$ cat config.mk
export PLATFORM = sky130hd
export DESIGN_NAME = data_line_mem_bridge
export DESIGN_NICKNAME = d
export VERILOG_FILES = /design/src/rtl/line_bridge_pkg.sv /design/src/rtl/data_line_mem_bridge.sv
export SDC_FILE = /design/constraint.sdc
export NUM_CORES = 1
export LEC_CHECK = 0
export CAP_MARGIN = 20
export CORE_ASPECT_RATIO = 1.1
export CORE_MARGIN = 3
export CORE_UTILIZATION = 40
export DETAILED_ROUTE_END_ITERATION = 12
export GPL_ROUTABILITY_DRIVEN = 1
export MAX_ROUTING_LAYER = met4
export PLACE_DENSITY = 0.65
export SLEW_MARGIN = 5
export SYNTH_ARGS = -nofsm -noshare
export SYNTH_HDL_FRONTEND = slang
export SYNTH_SLANG_ARGS = --single-unit
$ cat constraint.sdc
create_clock -name clk -period 7.2 [get_ports clk]
set_input_delay 2.16 -clock clk [delete_from_list [all_inputs] [get_ports clk]]
set_output_delay 2.16 -clock clk [all_outputs]
set_load 0.02 [all_outputs]
$ cat src/rtl/line_bridge_pkg.sv
// Shared types and helpers for the cache-line to narrow-memory bridge.
package line_bridge_pkg;

    localparam int LB_LINE_WIDTH = 128;
    localparam int LB_MEM_WIDTH  = 32;
    localparam int LB_BEATS      = LB_LINE_WIDTH / LB_MEM_WIDTH;
    localparam int LB_IDX_W      = $clog2(LB_BEATS);
    localparam int LB_BEAT_SH    = $clog2(LB_MEM_WIDTH / 8);

    typedef enum logic [1:0] {
        LB_IDLE   = 2'd0,
        LB_REQ    = 2'd1,
        LB_WAIT_R = 2'd2,
        LB_RESP   = 2'd3
    } lb_state_e;

    // Byte address of beat idx within the line containing addr.
    function automatic logic [31:0] beat_addr(input logic [31:0] addr,
                                              input logic [LB_IDX_W-1:0] idx);
        beat_addr = (addr & ~32'(LB_LINE_WIDTH / 8 - 1)) | (32'(idx) << LB_BEAT_SH);
    endfunction

endpackage

$ cat src/rtl/data_line_mem_bridge.sv
// Splits one cache-line read/write into single-outstanding 32-bit memory beats.
// Optional LINE_BRIDGE_SKIP_EMPTY_EN: write beats with all-zero byte enables are skipped.
module data_line_mem_bridge
    import line_bridge_pkg::*;
#(
    parameter int LINE_WIDTH = 128,
    parameter int MEM_WIDTH  = 32,
    parameter int BEATS      = LINE_WIDTH / MEM_WIDTH
) (
    input  logic                    clk,
    input  logic                    rst_n,
    input  logic                    ln_en_i,
    input  logic [31:0]             ln_addr_i,
    input  logic [LINE_WIDTH-1:0]   ln_wdata_i,
    input  logic                    ln_we_i,
    input  logic [LINE_WIDTH/8-1:0] ln_be_i,
    output logic                    ln_gnt_o,
    output logic                    ln_rvalid_o,
    output logic [LINE_WIDTH-1:0]   ln_rdata_o,
    output logic                    mem_req_o,
    output logic [31:0]             mem_addr_o,
    output logic [MEM_WIDTH-1:0]    mem_wdata_o,
    output logic                    mem_we_o,
    output logic [MEM_WIDTH/8-1:0]  mem_be_o,
    input  logic                    mem_gnt_i,
    input  logic                    mem_rvalid_i,
    input  logic [MEM_WIDTH-1:0]    mem_rdata_i
);

    localparam int MB    = MEM_WIDTH / 8;
    localparam int LB    = LINE_WIDTH / 8;
    localparam int IDX_W = LB_IDX_W;
    localparam int CNT_W = IDX_W + 1;

    lb_state_e             state_reg;
    logic [IDX_W-1:0]      idx_reg;
    logic [31:0]           addr_reg;
    logic [LINE_WIDTH-1:0] wdata_reg;
    logic [LB-1:0]         be_reg;
    logic [LINE_WIDTH-1:0] line_reg;

    logic                  issue;
    logic [31:0]           src_addr;
    logic [LINE_WIDTH-1:0] src_wdata;
    logic [LB-1:0]         src_be;
    logic [CNT_W-1:0]      start_cnt;
    logic [CNT_W-1:0]      nxt_cnt;
    logic                  nxt_done;
    logic [IDX_W-1:0]      nxt_idx;
    logic [MEM_WIDTH-1:0]  beat_wdata;
    logic [MB-1:0]         beat_be;

`ifdef LINE_BRIDGE_SKIP_EMPTY_EN
    // First beat at or after start that carries data; BEATS when none is left.
    function automatic logic [CNT_W-1:0] next_beat(input logic [LB-1:0] be,
                                                   input logic we,
                                                   input logic [CNT_W-1:0] start);
        next_beat = CNT_W'(BEATS);
        for (int j = BEATS - 1; j >= 0; j--) begin
            if (CNT_W'(j) >= start && (!we || (|be[j*MB +: MB])))
                next_beat = CNT_W'(j);
        end
    endfunction
`endif

    assign ln_gnt_o    = rst_n && ln_en_i && (state_reg == LB_IDLE || state_reg == LB_RESP);
    assign ln_rvalid_o = (state_reg == LB_RESP);
    assign ln_rdata_o  = line_reg;

    // A beat is launched either from a fresh grant or from the previous beat's response.
    assign issue = ln_gnt_o || (state_reg == LB_WAIT_R && mem_rvalid_i);

    always_comb begin
        src_addr  = ln_gnt_o ? ln_addr_i  : addr_reg;
        src_wdata = ln_gnt_o ? ln_wdata_i : wdata_reg;
        src_be    = ln_gnt_o ? ln_be_i    : be_reg;
        start_cnt = ln_gnt_o ? '0 : CNT_W'(idx_reg) + CNT_W'(1);
`ifdef LINE_BRIDGE_SKIP_EMPTY_EN
        nxt_cnt   = next_beat(src_be, ln_gnt_o ? ln_we_i : mem_we_o, start_cnt);
`else
        nxt_cnt   = start_cnt;
`endif
        nxt_done   = nxt_cnt[IDX_W];
        nxt_idx    = nxt_cnt[IDX_W-1:0];
        beat_wdata = src_wdata[nxt_idx*MEM_WIDTH +: MEM_WIDTH];
        beat_be    = src_be[nxt_idx*MB +: MB];
    end

    always_ff @(posedge clk or negedge rst_n) begin
        if (!rst_n) begin
            state_reg   <= LB_IDLE;
            idx_reg     <= '0;
            addr_reg    <= '0;
            wdata_reg   <= '0;
            be_reg      <= '0;
            line_reg    <= '0;
            mem_req_o   <= 1'b0;
            mem_addr_o  <= '0;
            mem_wdata_o <= '0;
            mem_be_o    <= '0;
            mem_we_o    <= 1'b0;
        end else begin
            if (ln_gnt_o) begin
                addr_reg  <= ln_addr_i;
                wdata_reg <= ln_wdata_i;
                be_reg    <= ln_be_i;
                mem_we_o  <= ln_we_i;
            end
            if (state_reg == LB_WAIT_R && mem_rvalid_i && !mem_we_o)
                line_reg[idx_reg*MEM_WIDTH +: MEM_WIDTH] <= mem_rdata_i;

            if (issue) begin
                if (nxt_done) begin
                    state_reg <= LB_RESP;
                end else begin
                    state_reg   <= LB_REQ;
                    idx_reg     <= nxt_idx;
                    mem_req_o   <= 1'b1;
                    mem_addr_o  <= beat_addr(src_addr, nxt_idx);
                    mem_wdata_o <= beat_wdata;
                    mem_be_o    <= beat_be;
                end
            end else if (state_reg == LB_REQ && mem_gnt_i) begin
                mem_req_o <= 1'b0;
                state_reg <= LB_WAIT_R;
            end else if (state_reg == LB_RESP) begin
                state_reg <= LB_IDLE;
            end
        end
    end

endmodule

* Word-level counts from Yosys, hierarchy flattened *
Index checks and enable logic that the tools add are counted.

storage, ports and cells
  flip-flop bits (word level) = 378
  input bits = 214
  output and inout port bits = 200
  logic and storage cells = 49

operators by class
  $add $sub $neg = 2
  equality and inequality tests = 4
  shift-type cells = 4
  muxes and demuxes = 12
  bitwise logic cells = 2
  reductions and logical operators = 13

operators with widths
  cell                       number
  $bwmux 128                 1
  $mux 128                   1
  $shift 32x34->128 const A  1
  $shiftx 128x8->32          1
  $shiftx 32x34->128         1
  $neg 7->34                 1
  $mux 32                    1
  $or 32x4->32               1
  $mux 16                    1
  $shiftx 16x5->4            1
  $mux 2                     4
  $logic_and 1x1->1          5
  $eq 2x2->1 const B         2
  $reduce_and 2->1           2
  $add 2x1->3 const B        1
  $mux 1                     3
  $mux 3                     1
  $reduce_bool 3->1          1
  $eq 2x1->1 const B         1
  $logic_not 2->1            1
  $logic_or 1x1->1           2
  $ne 2x2->1 const B         1
  $reduce_bool 2->1          1
  $logic_not 1->1            1
  $not 1->1                  1

* Longest topological paths before layout *
  depth after elaboration = 6
  depth in mapped cells = 12
  gate-level depth less buffers = 6

* Worst setup path after synthesis *
Ideal clock, no wire load.

  path type = input-to-output
  start = in rst_n
  end = out ln_gnt_o
  arrival time = 2956 ps
  data required time = 5040 ps
  slack = 2084 ps
  stages on the path = 4
  path buffers = 2
  cells stage by stage = nand3_1 > inv_1 > buf_2 > clkbuf_1

on the way
  cells in the longest elaborated chain, start to end = 2

ends and longest elaborated chain
  what                             RTL line                    RTL
  start, declared                  data_line_mem_bridge.sv:11  input logic rst_n,
  $logic_and 1x1->1 (2 in series)  data_line_mem_bridge.sv:66  assign ln_gnt_o = rst_n && ln_en_i && (state_reg == LB_IDLE || state_reg == LB_RESP);
  end, declared                    data_line_mem_bridge.sv:17  output logic ln_gnt_o,

Every way passes these cells.

* Worst setup path after layout *
  start = in ln_en_i
  end = out ln_gnt_o

on the way
  cells in the longest elaborated chain, start to end = 2

ends and longest elaborated chain
  what                             RTL line                    RTL
  start, declared                  data_line_mem_bridge.sv:12  input logic ln_en_i,
  $logic_and 1x1->1 (2 in series)  data_line_mem_bridge.sv:66

Every way passes these cells.

==> impl_metrics.tcl <==
set metrics [dict create \
    final_common_cell "nand2_1" \
    ys_seq_area_share_pct 60.1 \
    hold_ws_ns 0.468 \
    min_period_ns 6.32 \
    synthCells 1497 \
    final_antenna_net_count 0 \
    fill_cells 3302 \
    dp_cells 2313 \
    p_int_uw 5860 \
    reg2reg_slack_ns 3.38 \
    status "complete, no violations" \
    core_um2 37600 \
    clk_pin_slew_worst_paths_ns 0.06 \
    design.die.area_um2 40900 \
    fmax_mhz 158 \
    synth_area_um2 15400 \
    synth_seq_cells 370 \
    cts-root-buf "clkbuf_16" \
    place_congestion 0.791 \
    clkSinkCount 370 \
    tightest_slew_ns 1.04 \
    nets 2083 \
    muxShareOfSynthArea_pct 9.40 \
    dp_slack_ns 0.870 \
    power_frac_comb_pct 39.9 \
    cts_buffers 39 \
    synth_top_family_by_area "simple AND/OR/NAND/NOR gates" \
    grt_max_degree 97 \
    holdPathEnd "wdata_reg[105]" \
    syn_to_final_growth_pct 37.2 \
    multiInputGateArea_um2 5650 \
    p_per_area_nw_per_um2 427 \
    ys_types 34 \
    slew_headroom_pct 30.5 \
    routed_via_density 4.99 \
    synth-main-ff-cell "dfrtp_1" \
    synth_area_per_cell_um2 10.3 \
    wl_per_cell_um 18.6 \
    cp-start-kind "input pin" \
    htreeDepth 2 \
    drcViolationCount 0 \
    power_switching_uw 3170 \
    die_w_um 193 \
    clockPowerShare_pct 22.4 \
    hold_viol 0 \
    drt_iter0_drc 566 \
    row_count 74 \
    reg2regPathDepth 6 \
    power.share.switching_pct 35.1 \
    synth_compound_gate_area_share_pct 6.99 \
    grt-ovfl-total 0 \
    antenna_found_initial 9 \
    synth-simple-area-share_pct 19.3 \
    skew_ns 0.0103 \
    grt_pass1_wl_um 68700 \
    cts_tree "yes" \
    num_vias 12000 \
    crit_fanout 33 \
    end_kind "primary output" \
    critPathRequiredTime_ns 5.04 \
    hp-start "wdata_reg[105]" \
    finalWorstSetupSlack_ns 0.875 \
    die_y_um 212 \
    finalNonFillerCells 2396 \
    synth_xor_area_share_pct 0.0568 \
    wl_um 44700 \
    synthAdderAreaFrac_pct 0.650 \
    numPortBuffers 407 \
    synth_edf_count 0 \
    final-seq-area_um2 9260 \
    r2r_end "mem_wdata_o[13]" \
    dp_hpwl_um 29500 \
    most-common-layout-cells "691 x nand2_1, 406 x clkdlybuf4s50_1, 369 x dfrtp_1, 110 x o21ai_0, 56 x mux2_2" \
    r2r-start "idx_reg[0]" \
    fin_tns_setup_ns 0 \
    drv_cap 0 \
    synth_warnings 0 \
    min_period_over_period_pct 87.8 \
    setup_viol 0 \
    grt_pass1_vias 12200 \
    drt-pass1-iter-count 5 \
    final_max_slew_viol_count 0 \
    post-cts-setup-buffers 0 \
    crit_type "input pin to primary output" \
    hold_depth 2 \
    hold_buffers 0 \
    arrival_ns 4.16 \
    start_util_pct 41.0 \
    clk-insertion-delay-late_ns 0.53 \
    grt.total_usage_pct 22.1 \
    power_frac_seq_pct 37.7 \
    hold_path.class "flip-flop to flip-flop" \
    p_leak_uw 0.00935 \
    ios 414 \
    max-vdd-ir-drop_uv 239 \
    cts.path.max_buffers 3 \
    rsz0062_at_grt "no" \
    cts_resized 0 \
    synth_async_sr_flop_share_pct 100 \
    drive_above_1_share_pct 11.5 \
]
## power by group through the flow
| stage | combinational (µW) | clock (µW) | sequential, µW |
|---|---|---|---|
| 6_report | 3600 | 2020 | 3400 |
| 2_1_floorplan | 1850 | 0 | 3730 |
| 5_1_grt | 3920 | 2150 | 3510 |
| 3_3_place_gp | 3570 | 0 | 3400 |
| 4_1_cts | 3650 | 2080 | 3410 |
| 3_5_place_dp | 3640 | 0 | 3430 |
## cell type report
type	count	share of cell area, %
multi-input combinational	1016	26.7
antenna	11	0.130
tap	494	2.92
sequential	370	43.8
timing repair buffer	428	20.1
clock buffer	58	5.53
inverter	6	0.130
clock inverter	13	0.580
## metrics by stage
step | power, µW | util, % | cell area [µm²]
3_5_place_dp | 7070 | 52.6 | 19800
6_report | 9030 | 56.2 | 21100
4_1_cts | 9140 | 56.1 | 21100
2_1_floorplan | 5580 | - | 15400
5_1_grt | 9580 | 56.2 | 21100
3_3_place_gp | 6970 | 52.6 | 19800
## logic make-up (layout without fill, tap and decap cells)
logic type	after synthesis	in the layout
buf+inv	112	505
compound gates	168	168
mux	92	92
fa+ha+maj	8	8
other cells	1	13
xor+xnor	1	1
flops	370	370
simple gates	745	745
## worst max-delay path: stages
cell and delay (ns):
clkdlybuf4s50_1 0.53, nand3_4 0.39, inv_6 0.38, clkdlybuf4s50_1 0.67
## metal layers
layer / GRT usage [%] / share of wire, %
met1: 26.6 / 40
met2: 35.6 / 49
met3: 5.96 / 7.9
met4: 8.33 / 3.4
met5: - / 0
## worst max path at each step
stage | from | end | cells past startpoint
3_3_place_gp | ln_en_i | ln_gnt_o | 4
2_1_floorplan | rst_n | ln_gnt_o | 4
4_1_cts | ln_en_i | ln_gnt_o | 4
3_5_place_dp | ln_en_i | ln_gnt_o | 4
5_1_grt | ln_en_i | ln_gnt_o | 4
6_report | ln_en_i | ln_gnt_o | 4
## Yosys cell counts, drive strengths merged, types with 2 or more instances
cell type,instances,area share [%]
nand2,692,17
dfrtp,370,60
o21ai,127,4.1
mux2,56,4.1
buf,54,2.1
clkbuf,52,1.3
mux4,36,5.3
o221a,36,2.6
or3,36,1.5
ha,8,0.65
inv,6,0.15
nand4b,4,0.23
nand3b,3,0.15
nand3,2,0.065
o41ai,2,0.11
Power figures use the tool's default switching activity.
